<file path="config.mk">
export PLATFORM = sky130hd
export DESIGN_NAME = b12_autoplayer
export DESIGN_NICKNAME = d
export VERILOG_FILES = /design/src/rtl/b12_pkg.sv /design/src/rtl/b12_seq_store.sv /design/src/rtl/b12_autoplayer.sv
export SDC_FILE = /design/constraint.sdc
export NUM_CORES = 1
export LEC_CHECK = 0
export CELL_PAD_IN_SITES_DETAIL_PLACEMENT = 0
export CELL_PAD_IN_SITES_GLOBAL_PLACEMENT = 1
export CORE_MARGIN = 10
export CORE_UTILIZATION = 50
export CTS_CLUSTER_DIAMETER = 100
export DETAILED_ROUTE_END_ITERATION = 16
export GPL_TIMING_DRIVEN = 0
export PLACE_DENSITY = 0.86
export RECOVER_POWER = 50
export SETUP_SLACK_MARGIN = 0.05
export SYNTH_ARGS = -nofsm -noshare
export SYNTH_HDL_FRONTEND = slang
export SYNTH_HIERARCHICAL = 1
export SYNTH_SLANG_ARGS = --single-unit
</file>
<file path="constraint.sdc">
create_clock -name clock -period 9.5 [get_ports clock]
set_clock_uncertainty 0.1 [all_clocks]
set_input_delay 1.9 -clock clock [delete_from_list [all_inputs] [get_ports clock]]
set_output_delay 1.9 -clock clock [all_outputs]
set_load 0.01 [all_outputs]
</file>
<file path="src/rtl/b12_pkg.sv">
// Shared definitions for the b12 autoplayer: game geometry, colour codes,
// key/colour conversion helpers and the player state enum.
package b12_pkg;

   localparam int SIZE_ADDRESS = 5;
   localparam int SIZE_MEM     = 2 ** SIZE_ADDRESS;
   localparam int COD_COLOR    = 2;
   localparam int NUM_KEY      = 4;
   localparam int TIMEOUT      = 255;
   localparam int WD_WIDTH     = 8;
   localparam int LEVEL_WIDTH  = SIZE_ADDRESS + 1;

   localparam logic [COD_COLOR-1:0] RED    = 2'd0;
   localparam logic [COD_COLOR-1:0] GREEN  = 2'd1;
   localparam logic [COD_COLOR-1:0] YELLOW = 2'd2;
   localparam logic [COD_COLOR-1:0] BLUE   = 2'd3;

   localparam logic [WD_WIDTH-1:0]     WD_LIMIT   = WD_WIDTH'(TIMEOUT);
   localparam logic [SIZE_ADDRESS-1:0] LAST_ROUND = SIZE_ADDRESS'(SIZE_MEM - 1);
   localparam logic [LEVEL_WIDTH-1:0]  LEVEL_WIN  = LEVEL_WIDTH'(SIZE_MEM);
   localparam logic [NUM_KEY-1:0]      ALL_LEDS   = '1;

   typedef enum logic [3:0] {
      IDLE,
      START,
      OBS_ON,
      OBS_OFF,
      RESP_PRESS,
      RESP_OFF,
      WAIT_WIN,
      WIN,
      LOST,
      ERR
   } state_t;

   function automatic logic [NUM_KEY-1:0] onehot(input logic [COD_COLOR-1:0] color);
      logic [NUM_KEY-1:0] keys;
      keys        = '0;
      keys[color] = 1'b1;
      return keys;
   endfunction

   function automatic logic [COD_COLOR-1:0] encode(input logic [NUM_KEY-1:0] keys);
      logic [COD_COLOR-1:0] color;
      color = RED;
      for (int i = 0; i < NUM_KEY; i++) begin
         if (keys[i]) color = COD_COLOR'(i);
      end
      return color;
   endfunction

endpackage

</file>
<file path="src/rtl/b12_seq_store.sv">
// Colour sequence memory: one colour code per step of the current round,
// written synchronously, read combinationally, wiped by reset.
module b12_seq_store
   import b12_pkg::*;
(
   input  logic                    clock,
   input  logic                    reset,
   input  logic                    we_i,
   input  logic [SIZE_ADDRESS-1:0] waddr_i,
   input  logic [COD_COLOR-1:0]    wdata_i,
   input  logic [SIZE_ADDRESS-1:0] raddr_i,
   output logic [COD_COLOR-1:0]    rdata_o
);

   logic [COD_COLOR-1:0] mem_q [SIZE_MEM];

   always_ff @(posedge clock) begin
      if (reset) begin
         for (int i = 0; i < SIZE_MEM; i++) begin
            mem_q[i] <= RED;
         end
      end else if (we_i) begin
         mem_q[waddr_i] <= wdata_i;
      end
   end

   assign rdata_o = mem_q[raddr_i];

endmodule

</file>
<file path="src/rtl/b12_autoplayer.sv">
// Automatic b12 player: learns each round from LED playback, replays it on
// the keys, and flags win, loss or protocol errors.
module b12_autoplayer
   import b12_pkg::*;
(
   input  logic                   clock,
   input  logic                   reset,
   input  logic                   go,
   input  logic                   inject_err,
   input  logic [NUM_KEY-1:0]     nl,
   input  logic                   nloss,
   input  logic                   speaker,
   output logic                   start,
   output logic [NUM_KEY-1:0]     k,
   output logic [SIZE_ADDRESS:0]  level,
   output logic                   won,
   output logic                   lost,
   output logic                   err
);

   state_t                  state_q, state_d;
   logic                    start_q, start_d;
   logic [NUM_KEY-1:0]      k_q, k_d;
   logic [LEVEL_WIDTH-1:0]  level_q, level_d;
   logic                    won_q, won_d;
   logic                    lost_q, lost_d;
   logic                    err_q, err_d;
   logic [SIZE_ADDRESS-1:0] round_q, round_d;
   logic [SIZE_ADDRESS-1:0] idx_q, idx_d;
   logic [WD_WIDTH-1:0]     wd_q, wd_d;
   logic [COD_COLOR-1:0]    pressColor_q, pressColor_d;
   logic [NUM_KEY-1:0]      nlPrev_q;
   logic                    nlossPrev_q;

   logic                    nlRise, nlFall, nlossRise, active;
   logic                    storeWe;
   logic [SIZE_ADDRESS-1:0] storeRaddr;
   logic [COD_COLOR-1:0]    storeRdata, chosenColor;
   logic                    speakerUnused;

   assign speakerUnused = speaker;

   assign nlRise    = (nlPrev_q == '0) && (nl != '0);
   assign nlFall    = (nlPrev_q != '0) && (nl == '0);
   assign nlossRise = nloss && !nlossPrev_q;
   assign active    = state_q inside {OBS_ON, OBS_OFF, RESP_PRESS, RESP_OFF, WAIT_WIN};

   // The next press always reads step 0 (after playback) or the step after idx.
   assign storeRaddr  = (state_q == RESP_OFF) ? idx_q + 1'b1 : '0;
   assign chosenColor = inject_err ? storeRdata + 1'b1 : storeRdata;

   b12_seq_store u_store (
      .clock   (clock),
      .reset   (reset),
      .we_i    (storeWe),
      .waddr_i (idx_q),
      .wdata_i (encode(nl)),
      .raddr_i (storeRaddr),
      .rdata_o (storeRdata)
   );

   always_comb begin
      state_d      = state_q;
      start_d      = 1'b0;
      k_d          = k_q;
      level_d      = level_q;
      won_d        = won_q;
      lost_d       = lost_q;
      err_d        = err_q;
      round_d      = round_q;
      idx_d        = idx_q;
      wd_d         = active ? wd_q + 1'b1 : wd_q;
      pressColor_d = pressColor_q;
      storeWe      = 1'b0;

      if (active && nlossRise) begin
         lost_d  = 1'b1;
         k_d     = '0;
         state_d = LOST;
      end else if (active && state_q != WAIT_WIN && nl == ALL_LEDS) begin
         err_d   = 1'b1;
         k_d     = '0;
         state_d = ERR;
      end else if (active && wd_q == WD_LIMIT) begin
         err_d   = 1'b1;
         k_d     = '0;
         state_d = ERR;
      end else begin
         case (state_q)
            IDLE, WIN, LOST, ERR: begin
               k_d = '0;
               if (go) begin
                  state_d = START;
                  start_d = 1'b1;
                  round_d = '0;
                  idx_d   = '0;
                  level_d = '0;
                  won_d   = 1'b0;
                  lost_d  = 1'b0;
                  err_d   = 1'b0;
               end
            end
            START: state_d = OBS_ON;
            OBS_ON: begin
               if (nlRise) begin
                  if ($onehot(nl)) begin
                     storeWe = 1'b1;
                     state_d = OBS_OFF;
                  end else begin
                     err_d   = 1'b1;
                     state_d = ERR;
                  end
               end
            end
            OBS_OFF: begin
               if (nlFall) begin
                  if (idx_q == round_q) begin
                     idx_d        = '0;
                     pressColor_d = chosenColor;
                     k_d          = onehot(chosenColor);
                     state_d      = RESP_PRESS;
                  end else begin
                     idx_d   = idx_q + 1'b1;
                     state_d = OBS_ON;
                  end
               end
            end
            RESP_PRESS: begin
               if (nlRise) begin
                  k_d = '0;
                  if (!$onehot(nl) || encode(nl) != pressColor_q) begin
                     err_d   = 1'b1;
                     state_d = ERR;
                  end else begin
                     state_d = RESP_OFF;
                  end
               end
            end
            RESP_OFF: begin
               if (nlFall) begin
                  if (idx_q != round_q) begin
                     idx_d        = idx_q + 1'b1;
                     pressColor_d = chosenColor;
                     k_d          = onehot(chosenColor);
                     state_d      = RESP_PRESS;
                  end else if (round_q == LAST_ROUND) begin
                     level_d = LEVEL_WIN;
                     state_d = WAIT_WIN;
                  end else begin
                     level_d = level_q + 1'b1;
                     round_d = round_q + 1'b1;
                     idx_d   = '0;
                     state_d = OBS_ON;
                  end
               end
            end
            WAIT_WIN: begin
               if (nl == ALL_LEDS) begin
                  won_d   = 1'b1;
                  state_d = WIN;
               end
            end
            default: state_d = IDLE;
         endcase
      end

      if (state_d != state_q) wd_d = '0;
   end

   always_ff @(posedge clock) begin
      if (reset) begin
         state_q      <= IDLE;
         start_q      <= 1'b0;
         k_q          <= '0;
         level_q      <= '0;
         won_q        <= 1'b0;
         lost_q       <= 1'b0;
         err_q        <= 1'b0;
         round_q      <= '0;
         idx_q        <= '0;
         wd_q         <= '0;
         pressColor_q <= RED;
         nlPrev_q     <= '0;
         nlossPrev_q  <= 1'b0;
      end else begin
         state_q      <= state_d;
         start_q      <= start_d;
         k_q          <= k_d;
         level_q      <= level_d;
         won_q        <= won_d;
         lost_q       <= lost_d;
         err_q        <= err_d;
         round_q      <= round_d;
         idx_q        <= idx_d;
         wd_q         <= wd_d;
         pressColor_q <= pressColor_d;
         nlPrev_q     <= nl;
         nlossPrev_q  <= nloss;
      end
   end

   assign start = start_q;
   assign k     = k_q;
   assign level = level_q;
   assign won   = won_q;
   assign lost  = lost_q;
   assign err   = err_q;

endmodule
</file>
* After elaboration in Yosys (flattened, before gate mapping)
Memories as Yosys holds them, arrays and structs flattened.
Index checks and enable logic that the tools add are counted.
** Cells by class
- Bitwise gates (word level) :: 4
- Add/subtract/negate cells :: 8
- Muxes and demuxes :: 83
- Equal/unequal tests :: 35
- $lt $le $gt $ge :: 2
- Reduce and logical (&&, ||, !) cells :: 38
** Operator list (number)
- $mux 4 :: 16
- $mux 5 :: 11
- $pmux 4 s7 :: 1
- $mux 1 :: 27
- $mux 2 :: 13
- $mux 6 :: 4
- $reduce_and 8->1 :: 3
- $eq 4x3->1 const B :: 4
- $ne 2x2->1 const B :: 8
- $pmux 4 s4 :: 1
- $pmux 5 s3 :: 1
- $reduce_and 7->1 :: 2
- $eq 4x4->1 const B :: 3
- $logic_not 4->1 :: 3
- $pmux 6 s2 :: 1
- $reduce_and 6->1 :: 2
- $reduce_bool 4->1 :: 3
- $add 5x1->5 const B :: 2
- $pmux 5 s2 :: 1
- $reduce_bool 2->1 :: 5
- $reduce_bool 5->1 :: 2
- $mux 3 :: 3
- $add 8x1->8 const B :: 1
- $eq 4x2->1 const B :: 2
- other kinds (33) :: 51
** Word-level totals
- Memories kept :: 1
- Input port bits :: 10
- Logic and storage cells :: 184
- RAM bits :: 64
- Flip-flop bits (word level) :: 43
- Output and inout port bits :: 14
** Memories
- u_store.mem_q :: words 32, bits a word 2, read ports 1, clocked after Yosys merged registers in 0, write ports 32, line b12_seq_store.sv:15 : logic [COD_COLOR-1:0] mem_q [SIZE_MEM];

* Depth between registers and ports, before layout
- Depth in word-level cells :: 18
- Depth in mapped cells :: 16
- Depth with buffers taken out :: 13

* Cells and area by module
The synthesis kept the hierarchy.
** By module, submodules not included
- b12_seq_store :: seq. area each 1921.8 µm², times used 1, area each 3355.7 µm², cells an instance 276
- b12_autoplayer :: seq. area each 860.8 µm², times used 1, area each 2726.4 µm², cells an instance 323

* Least setup slack after synthesis
Ideal clock, no wire load.
- Path kind :: input to register
- Start :: input nl[0]
- End :: memory u_store.mem_q[0][0] (enable)
- Library setup time :: 0.315 ns
- Data required time :: 9.085 ns
- Buffers on the path :: 2
- Arrival time :: 4.374 ns
- Stages on the path :: 13
- Slack :: 4.711 ns
- Path through :: inv_1 fa_1 inv_1 ha_1 ha_1 nor3b_1 nand2_1 nor3_1 nand2b_1 or3_1 buf_2 buf_6 o21bai_1
** RTL lines
- start: declaration :: line b12_autoplayer.sv:10 : input logic [NUM_KEY-1:0] nl,
- end: declaration :: line b12_seq_store.sv:15

==> flow_summary.ini <==
[clock_network]
path_clk_slew_ns = 0.07
clock_latency_ns = 0.36
cts_made_buffers = 9
clock-sinks = 107
root_buffer = clkbuf_16
htree_levels = 3
clock_path_buffers = 2
ctsResizeCount = 0
tritoncts = built
post-cts-setup-buffer-count = 0
cts_hold_buf = 0

[power]
power.density_nw_per_um2 = 150
p_leak_uw = 0.00217
peakVddDrop_mv = 0.0847

[worst_setup_path]
slowest_delay_ns = 0.66
slowest_stage = dlygate4sd3_1
setup.worst_path.start_class = primary input
cp_max_fo = 10
worstSetupEndpointType = flop
required_ns = 9.44
critical_path_class = primary input to flop
path_cells = dlygate4sd3_1, inv_1, fa_1, inv_1, ha_1, ha_1, nor3b_1, nand2_1, nor3_1, nand2b_1, or3_1, clkbuf_1, clkbuf_1, o21bai_1
crit_arrival_ns = 5.98

[timing]
final_hold_viol_count = 0
tightest_slew_ns = 0.951
rsz0062_at_grt = no
setup_viol_count_final = 0
fin_crit_sh_pct = 63.5
slew_violations = 0
clock.fmax_ghz = 0.166
tns_ns = 0
maxSlewHeadroom_pct = 35.9
period_needed_ns = 6.04

[routing]
drt_wl_total_mm = 15.3
dr.first_iter.drc_count = 461
routedWlPerCell_um = 19.5
drc = 0
ant_nets = 0
via_per_inst = 6.13
drtPass1Iterations = 5
vias = 4809

[grt]
grt.overflow.total = 0
grt_use_total_pct = 18.9
met1_usage_pct = 22.5
grt_max_degree = 17
busiest_layer = met2
grt_pass1_vias = 4775
antenna_found_initial = 0
grtUsageMet2_pct = 32.9
grt_pass1_wl_mm = 25.0
use_met3_pct = 2.92

[cells_and_area]
design_area_um2 = 6730
num-fill-cells = 1073
drive_above_1_share_pct = 7.06
fin_cells = 784
area_growth_pct = 10.7
nets = 652
diodes = 0

[floorplanning]
ioPinCount = 24
die_h_um = 130
core-area_um2 = 12000
start_util_pct = 50.8
die_w_um = 130
fp-row-count = 40
dieArea_um2 = 17000

[synth]
synth_warnings = 6
ys_async_sr_fraction_pct = 0
ys_seq_area_share_pct = 45.8
synth_seq_cells = 107
ys.flop_type = edfxtp_1
postSynthCellCount = 599
synthesis.nets = 619
synth_edf_count = 64
synth_top_area_share_pct = 31.6
synth_common_cells = 76 x nor3_1, 64 x edfxtp_1, 43 x dfxtp_1, 43 x mux2i_1, 38 x nor2_1
netlist_top_cells_area = edfxtp_1 32%, dfxtp_1 14%, mux2i_1 7.1%
syn_area_um2 = 6080
synth_cell_types = 71
synth.most_common_cell = nor3_1
yosys.area.top_type = edfxtp_1
postSynthAreaPerCell_um2 = 10.2

[placement]
gp_congestion = 0.909
dp_hpwl_mm = 11.3
io_buffer_count = 22
place_area_um2 = 6490
place_inst = 768

[hold_path]
hp-class = flop to flop

[job]
cap_violations = 0

[run_status]
status = finished, final reports clean
## per-stage QoR
step | utilization [%] | hold slack, ns | total power (uW) | setup slack, ns
after floorplan | - | 0.370 | 611 | 4.71
after global placement | 54.2 | 0.360 | 644 | 3.38
after detailed placement | 54.2 | 0.368 | 647 | 3.32
after CTS | 56.6 | 0.393 | 1020 | 3.70
after global routing | 56.3 | 0.420 | 1050 | 3.12
final | 56.3 | 0.378 | 1010 | 3.46
## cell families (layout without fill, tap and decap cells)
kind of cell    after synthesis  after routing  share of synthesized area [%]
buf+inv                      71            109                           5.84
flops                       107            107                           45.8
compound gates              105            105                           13.2
mux                          45             45                           7.45
fa+ha+maj                    10             10                           2.18
xor+xnor                     27             27                           3.89
simple gates                234            234                           21.7
## worst paths after layout
check	startpoint	to	slack, ns	cells after the start
max	nl[3]	u_store/mem_q[12][1]	3.46	14
min	lost	lost	0.38	2
max reg2reg	state_q[2]	u_store/mem_q[12][1]	5.49	12
min reg2reg	lost	lost	0.38	2
## report_power, final
group,total [uW],switching (uW),internal (uW)
Clock,371,168,203
Sequential,512,7.32,505
Combinational,124,76.0,48.2
Total,1010,251,756
## final cells by class
cell class | instances | area, um2 | area share (%)
buffer | 50 | 256 | 3.81
clock buffer | 11 | 233 | 3.46
clock inverter | 5 | 53.8 | 0.799
inverter | 21 | 78.8 | 1.17
multi-input combinational | 421 | 2920 | 43.4
sequential | 107 | 2780 | 41.3
tap | 147 | 184 | 2.73
timing repair buffer | 22 | 220 | 3.27
## layer usage
| layer | wire length (um) | vias up | part of all wire (%) |
|---|---|---|---|
| met3 | 794 | 34 | 5.2 |
| li1 | - | 2304 | - |
| met5 | 0 | - | 0 |
| met4 | 448 | 0 | 2.9 |
| met2 | 7760 | 169 | 51 |
| met1 | 6310 | 2302 | 41 |
## placed cells by master (no fill, tap or decap), types with 15 or more instances in the layout
cell type       n
nand2_1        21
nor2_1         38
xnor2_1        20
edfxtp_1       64
o21bai_1       34
inv_1          21
dlygate4sd3_1  17
dfxtp_1        43
nor4_1         16
clkbuf_1       37
nor3_1         80
a22oi_1        15
mux2i_1        43
## sequential cells by signal, summed over array words and instances (netlist names)
name / flops
u_store/mem_q: 64
wd_q: 8
level: 6
idx_q: 5
round_q: 5
k: 4
nlPrev_q: 4
state_q: 4
pressColor_q: 2
err: 1
lost: 1
nlossPrev_q: 1
start: 1
won: 1
## worst max-delay path, delay by kind of cell
| kind | cells | cell delay, ns |
|---|---|---|
| simple gates | 5 | 1.38 |
| buf+inv | 5 | 1.43 |
| fa+ha+maj | 3 | 0.93 |
| compound gates | 1 | 0.33 |
(Power assumes the default switching activity.)
